==> src/rtl/matmul_feed_ctrl.sv <==
// Operand staging and skewed feed sequencer for a 3x3 systolic MAC array.
// Holds A/B operand files, clears the accumulators, streams diagonally skewed operands, then waits out the array latency.
module matmul_feed_ctrl #(
   parameter int unsigned MAC_LAT = 1,
   parameter int unsigned N       = 3
) (
   input  logic              clk,
   input  logic              rst_n,
   input  logic              ld_valid,
   input  logic              ld_sel,
   input  logic [3:0]        ld_idx,
   input  logic [7:0]        ld_data,
   output logic              ld_ready,
   input  logic              start,
   output logic              busy,
   output logic              done,
   output logic              acc_clr,
   output logic              feed_valid,
   output logic [8*N-1:0]    a_feed,
   output logic [8*N-1:0]    b_feed
);

   localparam int unsigned DW        = 8;
   localparam int unsigned NUM_EL    = N * N;
   localparam int unsigned FEED_LEN  = 2 * N - 1;
   localparam int unsigned DRAIN_LEN = 2 + MAC_LAT;
   localparam int unsigned MAX_CNT   = (DRAIN_LEN > FEED_LEN) ? DRAIN_LEN : FEED_LEN;
   localparam int unsigned CNT_W     = (MAX_CNT > 1) ? $clog2(MAX_CNT) : 1;

   typedef enum logic [2:0] {
      IDLE  = 3'd0,
      CLEAR = 3'd1,
      FEED  = 3'd2,
      DRAIN = 3'd3,
      DONE  = 3'd4
   } state_t;

   state_t           state, state_d;
   logic [CNT_W-1:0] cnt, cnt_d;
   logic [DW-1:0]    a_mem [NUM_EL];
   logic [DW-1:0]    b_mem [NUM_EL];
   logic             wr_en;

   // State register and per-state timer
   always_ff @(posedge clk or negedge rst_n) begin
      if (!rst_n) begin
         state <= IDLE;
         cnt   <= '0;
      end else begin
         state <= state_d;
         cnt   <= cnt_d;
      end
   end

   assign wr_en = ld_valid && ld_ready && (ld_idx <= 4'(NUM_EL - 1));

   // Operand files; contents persist across runs
   always_ff @(posedge clk or negedge rst_n) begin
      if (!rst_n) begin
         for (int k = 0; k < int'(NUM_EL); k++) begin
            a_mem[k] <= '0;
            b_mem[k] <= '0;
         end
      end else if (wr_en) begin
         if (ld_sel) b_mem[ld_idx] <= ld_data;
         else        a_mem[ld_idx] <= ld_data;
      end
   end

   // Next state, timer and output decode from registered state/counter
   always_comb begin
      state_d    = state;
      ld_ready   = (state == IDLE);
      busy       = (state != IDLE);
      done       = (state == DONE);
      acc_clr    = (state == CLEAR);
      feed_valid = (state == FEED);
      a_feed     = '0;
      b_feed     = '0;

      unique case (state)
         IDLE:    if (start) state_d = CLEAR;
         CLEAR:   state_d = FEED;
         FEED:    if (cnt == CNT_W'(FEED_LEN - 1)) state_d = DRAIN;
         DRAIN:   if (cnt == CNT_W'(DRAIN_LEN - 1)) state_d = DONE;
         DONE:    state_d = IDLE;
         default: state_d = IDLE;
      endcase

      cnt_d = ((state_d != state) || (state == IDLE)) ? '0 : cnt + CNT_W'(1);

      // Row i / column i see element (t-i) of its wavefront, zero outside the band
      if (state == FEED) begin
         for (int i = 0; i < int'(N); i++) begin
            if ((int'(cnt) >= i) && (int'(cnt) - i < int'(N))) begin
               a_feed[i*DW +: DW] = a_mem[4'(i * int'(N) + int'(cnt) - i)];
               b_feed[i*DW +: DW] = b_mem[4'((int'(cnt) - i) * int'(N) + i)];
            end
         end
      end
   end

endmodule

==> config.mk <==
export PLATFORM = sky130hd
export DESIGN_NAME = matmul_feed_ctrl
export DESIGN_NICKNAME = d
export VERILOG_FILES = /design/src/rtl/matmul_feed_ctrl.sv
export SDC_FILE = /design/constraint.sdc
export NUM_CORES = 1
export LEC_CHECK = 0
export BUFFER_PORTS_ARGS = -buffer_cell sky130_fd_sc_hd__buf_4
export CORE_ASPECT_RATIO = 1.75
export CORE_MARGIN = 2
export CORE_UTILIZATION = 35
export DETAILED_ROUTE_END_ITERATION = 6
export HOLD_SLACK_MARGIN = 0.12
export SLEW_MARGIN = 25
export SYNTH_ARGS = -nofsm -noshare
export SYNTH_HDL_FRONTEND = slang
export SYNTH_SLANG_ARGS = --single-unit
==> constraint.sdc <==
create_clock -name clk -period 6.9 [get_ports clk]
set_input_delay 1.38 -clock clk [delete_from_list [all_inputs] [get_ports clk]]
set_output_delay 1.38 -clock clk [all_outputs]
set_load 0.02 [all_outputs]
### After elaboration in Yosys (flattened, before gate mapping)

Cells that the tools add are included.

* add/subtract/negate cells: 9
* $mul: 3
* magnitude comparators: 14
* equality and inequality tests: 7
* muxes and demuxes: 35
* bitwise operators: 8
* reduce and logical (&&, ||, !) cells: 10

Operators with widths (number)
* $bmux 8 s4: 6
* $mux 8: 19
* $bwmux 72: 2
* $mux 24: 2
* $demux 8 s4: 1
* $ge 4x5->1 const B: 6
* $not 4->4: 5
* $mux 3: 4
* $pmux 3 s4: 1
* $eq 3x2->1 const B: 3
* $lt 4x3->1 const B: 2
* $mul 4x3->4 const B: 2
* $eq 3x3->1 const B: 2
* $ge 5x5->1 const B: 1
* $logic_and 1x1->1: 5
* $lt 5x1->1 const B: 1
* $not 4->5: 1
* $add 2x3->4 const A: 1
* $add 3x3->4 const A: 1
* $add 4x2->4 const B: 1
* $add 4x3->4 const B: 1
* $le 4x4->1 const B: 1
* $mul 3x2->4 const B: 1
* $not 3->4: 1
* 15 further kinds: 16

* flip-flop bits (word level): 150
* input bits: 17
* output and inout port bits: 53
* logic and storage cells: 106

### Depth between registers and ports, before layout

* depth after elaboration: 9
* gate-level depth with buffers: 17
* depth with buffers taken out: 9

### Worst setup path after synthesis

No wires, ideal clock.

* kind: register to output
* from: reg cnt[1]
* to: out b_feed[10]
* data arrival time: 4.929 ns
* required time: 5.520 ns
* path slack: 0.591 ns
* cell stages (with the launch flop): 16
* buffers on the path: 6
* cells stage by stage: dfrtp_1 -> buf_2 -> buf_2 -> inv_1 -> buf_2 -> ha_1 -> clkbuf_1 -> inv_1 -> clkbuf_1 -> clkbuf_1 -> ha_1 -> fa_1 -> xnor3_1 -> nor4_1 -> a2bb2oi_1 -> nor3_1

* cells in the longest elaborated chain, start to end: 9
* elaborated cells between the ends (all ways): 12
* those cells by class: 2 x add/sub; 1 x mul; 2 x order compare; 5 x mux; 1 x bitwise; 1 x reduce/logical

Ends and longest elaborated chain
* start, declared: RTL line 39 `logic [CNT_W-1:0] cnt, cnt_d;`
* start signal, assigned: RTL line 51 `cnt <= cnt_d;`
* $sub 3x1->4: RTL line 95, 97
* $mul 4x3->4: RTL line 97 `b_feed[i*DW +: DW] = b_mem[4'((int'(cnt) - i) * int'(N) + i)];`
* $add 4x2->4: RTL line 97
* $not 4->4 (not written as such): RTL line 97
* $bmux 8 s4: RTL line 97
* $mux 8 (not written as such) (2 in series): RTL line 97
* $mux 8 *: RTL line 95 `if ((int'(cnt) >= i) && (int'(cnt) - i < int'(N))) begin`
* $mux 24 *: RTL line 93 `if (state == FEED) begin`
* end, declared: RTL line 20 `output logic [8*N-1:0] b_feed`

Mark *: on every way between the ends. The rest lies on a longest branch, timed or not. The select of a mux whose other input is x is not followed.

### Final worst setup path

* from: reg cnt[2]
* to: out b_feed[22]

* cells in the longest elaborated chain, start to end: 9
* elaborated cells between the ends (all ways): 12
* those cells by class: 2 x add/sub; 1 x mul; 2 x order compare; 5 x mux; 1 x bitwise; 1 x reduce/logical

Ends and longest elaborated chain (RTL line)
* $sub 3x2->4: 95, 97
* $mul 4x3->4: 97
* $add 4x3->4: 97
* $not 4->4 (not written as such): 97
* $bmux 8 s4: 97
* $mux 8 (not written as such) (2 in series): 97
* $mux 8 *: 95
* $mux 24 *: 93

Marks and branches as above.

==> impl_metrics.json <==
{
  "outcome": "finished, final reports clean",
  "powerDensity_mw_per_mm2": 439,
  "h-tree-depth": 4,
  "cp_num_buf_inv": 2,
  "post_cts_resized": 0,
  "clock-skew-final_ns": 0.00434,
  "p_int_mw": 2.62,
  "critPathKind": "flop to primary output",
  "wl_mm": 26.2,
  "r2r_setup_slack_ns": 4.27,
  "syn_inst": 647,
  "wl_met2_mm": 14.2,
  "finalCriticalPeriod_ns": 6.31,
  "leakage_nw": 4.72,
  "slew_headroom_pct": 27.3,
  "antenna_left": 0,
  "fmax_ghz": 0.158,
  "core_sq_mm": 0.0258,
  "pwr-share-comb_pct": 55.5,
  "viasPerCell": 6.06,
  "synth_top_flop_cell": "dfrtp_1",
  "yosysSeqAreaShare_pct": 41.1,
  "clock_sinks": 150,
  "gp_congestion": 0.819,
  "io_buffers": 69,
  "netlist_area_sq_mm": 0.00914,
  "max_stage_delay_ns": 1.06,
  "grt_pass1_wl_mm": 40.4,
  "worstPathCellList": "inv_1 -> ha_1 -> xor2_1 -> ha_1 -> xor2_1 -> nand3_1 -> nor4b_4 -> a21o_1 -> buf_4",
  "postCtsSetupBuffers": 0,
  "clkPwrFrac_pct": 17.7,
  "switching_power_mw": 1.95,
  "hp-class": "flop to flop",
  "overflow": 0,
  "io_pins": 70,
  "fin_crit_sh_pct": 91.4,
  "worstMarginPinSlew_ns": 1.08,
  "reg2reg_depth": 4,
  "num_rows": 78,
  "drv_slew": 0,
  "final_nets": 728,
  "fin_tns_setup_ns": 0,
  "final_common_cell": "dfrtp_1",
  "grt_max_degree": 90,
  "max_cap_violations": 0,
  "synthArstFlopShare_pct": 100,
  "arrival_ns": 4.93,
  "seqPwrFrac_pct": 26.8,
  "wl_per_cell_um": 25.6,
  "crit_cells": 9,
  "initial_core_util_pct": 35.5,
  "die_y_um": 218,
  "drc": 0,
  "dpl.hpwl_mm": 18.1,
  "die_area_sq_mm": 0.0275,
  "grt_pass1_vias": 6671,
  "ir_drop_mv": 0.363,
  "area_delta_synth_final_pct": 14.1,
  "ys_ff_latch": 150,
  "die_x_um": 126,
  "cp-start-kind": "flop",
  "met3WireLength_mm": 1.09,
  "drive_gt1_share_pct": 50.3,
  "critPathTopFamily": "adder cells",
  "crit_path_end_kind": "primary output",
  "numCtsBuffers": 17,
  "finalPower_mw": 4.57,
  "yosysWarnings": 0,
  "ctsRootBufferMaster": "clkbuf_16",
  "finalSetupViolCount": 0,
  "hold_violations": 0,
  "track_usage_pct": 19.5,
  "synth_nets": 681,
  "highest_layer": "met4",
  "cp_max_fo": 21,
  "rsz0062_at_grt": "no",
  "critPathRequiredTime_ns": 5.52,
  "synth_edf_count": 0,
  "hold_depth": 1,
  "clkLatencyLatePin_ns": 0.43,
  "clockBufferDepth": 2,
  "drt_iter0_drc": 601,
  "mostFrequentLayoutCells": "dfrtp_1 (148), mux2_2 (144), mux4_2 (80)",
  "antenna_cells": 0,
  "first_pass_iters": 5,
  "cpMaxStageDelayCell": "ha_1",
  "ys_types": 51,
  "path_clk_slew_ns": 0.06,
  "power.share.switching_pct": 42.7,
  "wl_met1_mm": 9.59,
  "avgSynthCellArea_sq_um": 14.1,
  "holdBufCountCts": 0,
  "antenna_found_initial": 0,
  "vias": 6209,
  "cts_tree": "yes"
}
## layer usage
layer | global-route usage (%) | up-vias
met5 | 0 | -
li1 | - | 2593
met1 | 22.1 | 3314
met2 | 35.1 | 231
met3 | 3.19 | 71
met4 | 10.3 | 0
## state kept, by name, summed over array words and instances, names as in the netlist
name / cells
state: 3
a_mem: 72
cnt: 3
b_mem: 72
## power groups by stage
stage	Combinational (mW)	Sequential [mW]	Clock, mW
after floorplan	1.87	1.13	0
after global placement	2.46	1.22	0
after detailed placement	2.53	1.24	0
after CTS	2.53	1.23	0.826
after global routing	2.68	1.25	0.860
final	2.54	1.23	0.809
## per-stage QoR
step           setup slack (ns)  cell area, sq um  utilization (%)  hold WS (ns)  cells
2_1_floorplan             0.591              9140                -         0.492    647
3_3_place_gp              0.781              9910             38.5         0.505    995
3_5_place_dp              0.670              9940             38.6         0.516    995
4_1_cts                   0.197             10400             40.5         0.529   1024
5_1_grt                   0.396             10400             40.5         0.540   1024
6_report                  0.590             10400             40.5         0.529   1024
## kinds of logic (layout without fill, tap and decap cells)
logic type,after synthesis,after routing,synth area share (%)
compound gates,58,58,4.95
xor+xnor,6,6,0.726
fa+ha+maj,17,17,2.49
buf+inv,60,117,2.86
flops,150,150,41.1
mux,249,249,40.2
simple gates,107,107,7.72
## synth_stat cells (all sizes together), types with 2 or more instances
library cell  count  area, sq um
a21o              8         60.1
a22oi             9         67.6
a2bb2oi          16          140
and2              2         12.5
and2b             8         60.1
and3              2         12.5
buf              22          119
clkbuf           27          101
dfrtp           150         3750
fa                2         40.0
ha               15          188
inv              11         41.3
mux2            144         1620
mux2i            25          250
mux4             80         1800
nand2             7         28.8
nand2b            3         18.8
nand3             4         30.0
nor2             26          108
nor2b             3         18.8
nor3             27          165
nor4             13          133
nor4b             3         53.8
o21ai            11         55.1
o2bb2ai           9         78.8
or2               3         18.8
xnor2             2         17.5
xor2              3         26.3
## path summary, 6_finish.rpt
check                          start          to
max reg2reg                 state[1]   b_mem[26]
max                           cnt[2]  b_feed[22]
min reg2reg                a_mem[55]   a_mem[55]
min in group asynchronous      rst_n   a_mem[59]
min                        a_mem[55]   a_mem[55]
max in group asynchronous      rst_n      cnt[0]
## cell type report
type	count	area (sq um)
flip-flops and latches	150	3760
fillers	2377	15300
inverters	11	41.3
repair buffers	77	582
well taps	320	400
multi-input cells	437	5160
clock inverters	6	32.5
clock buffers	23	458
(Power assumes the default switching activity.)
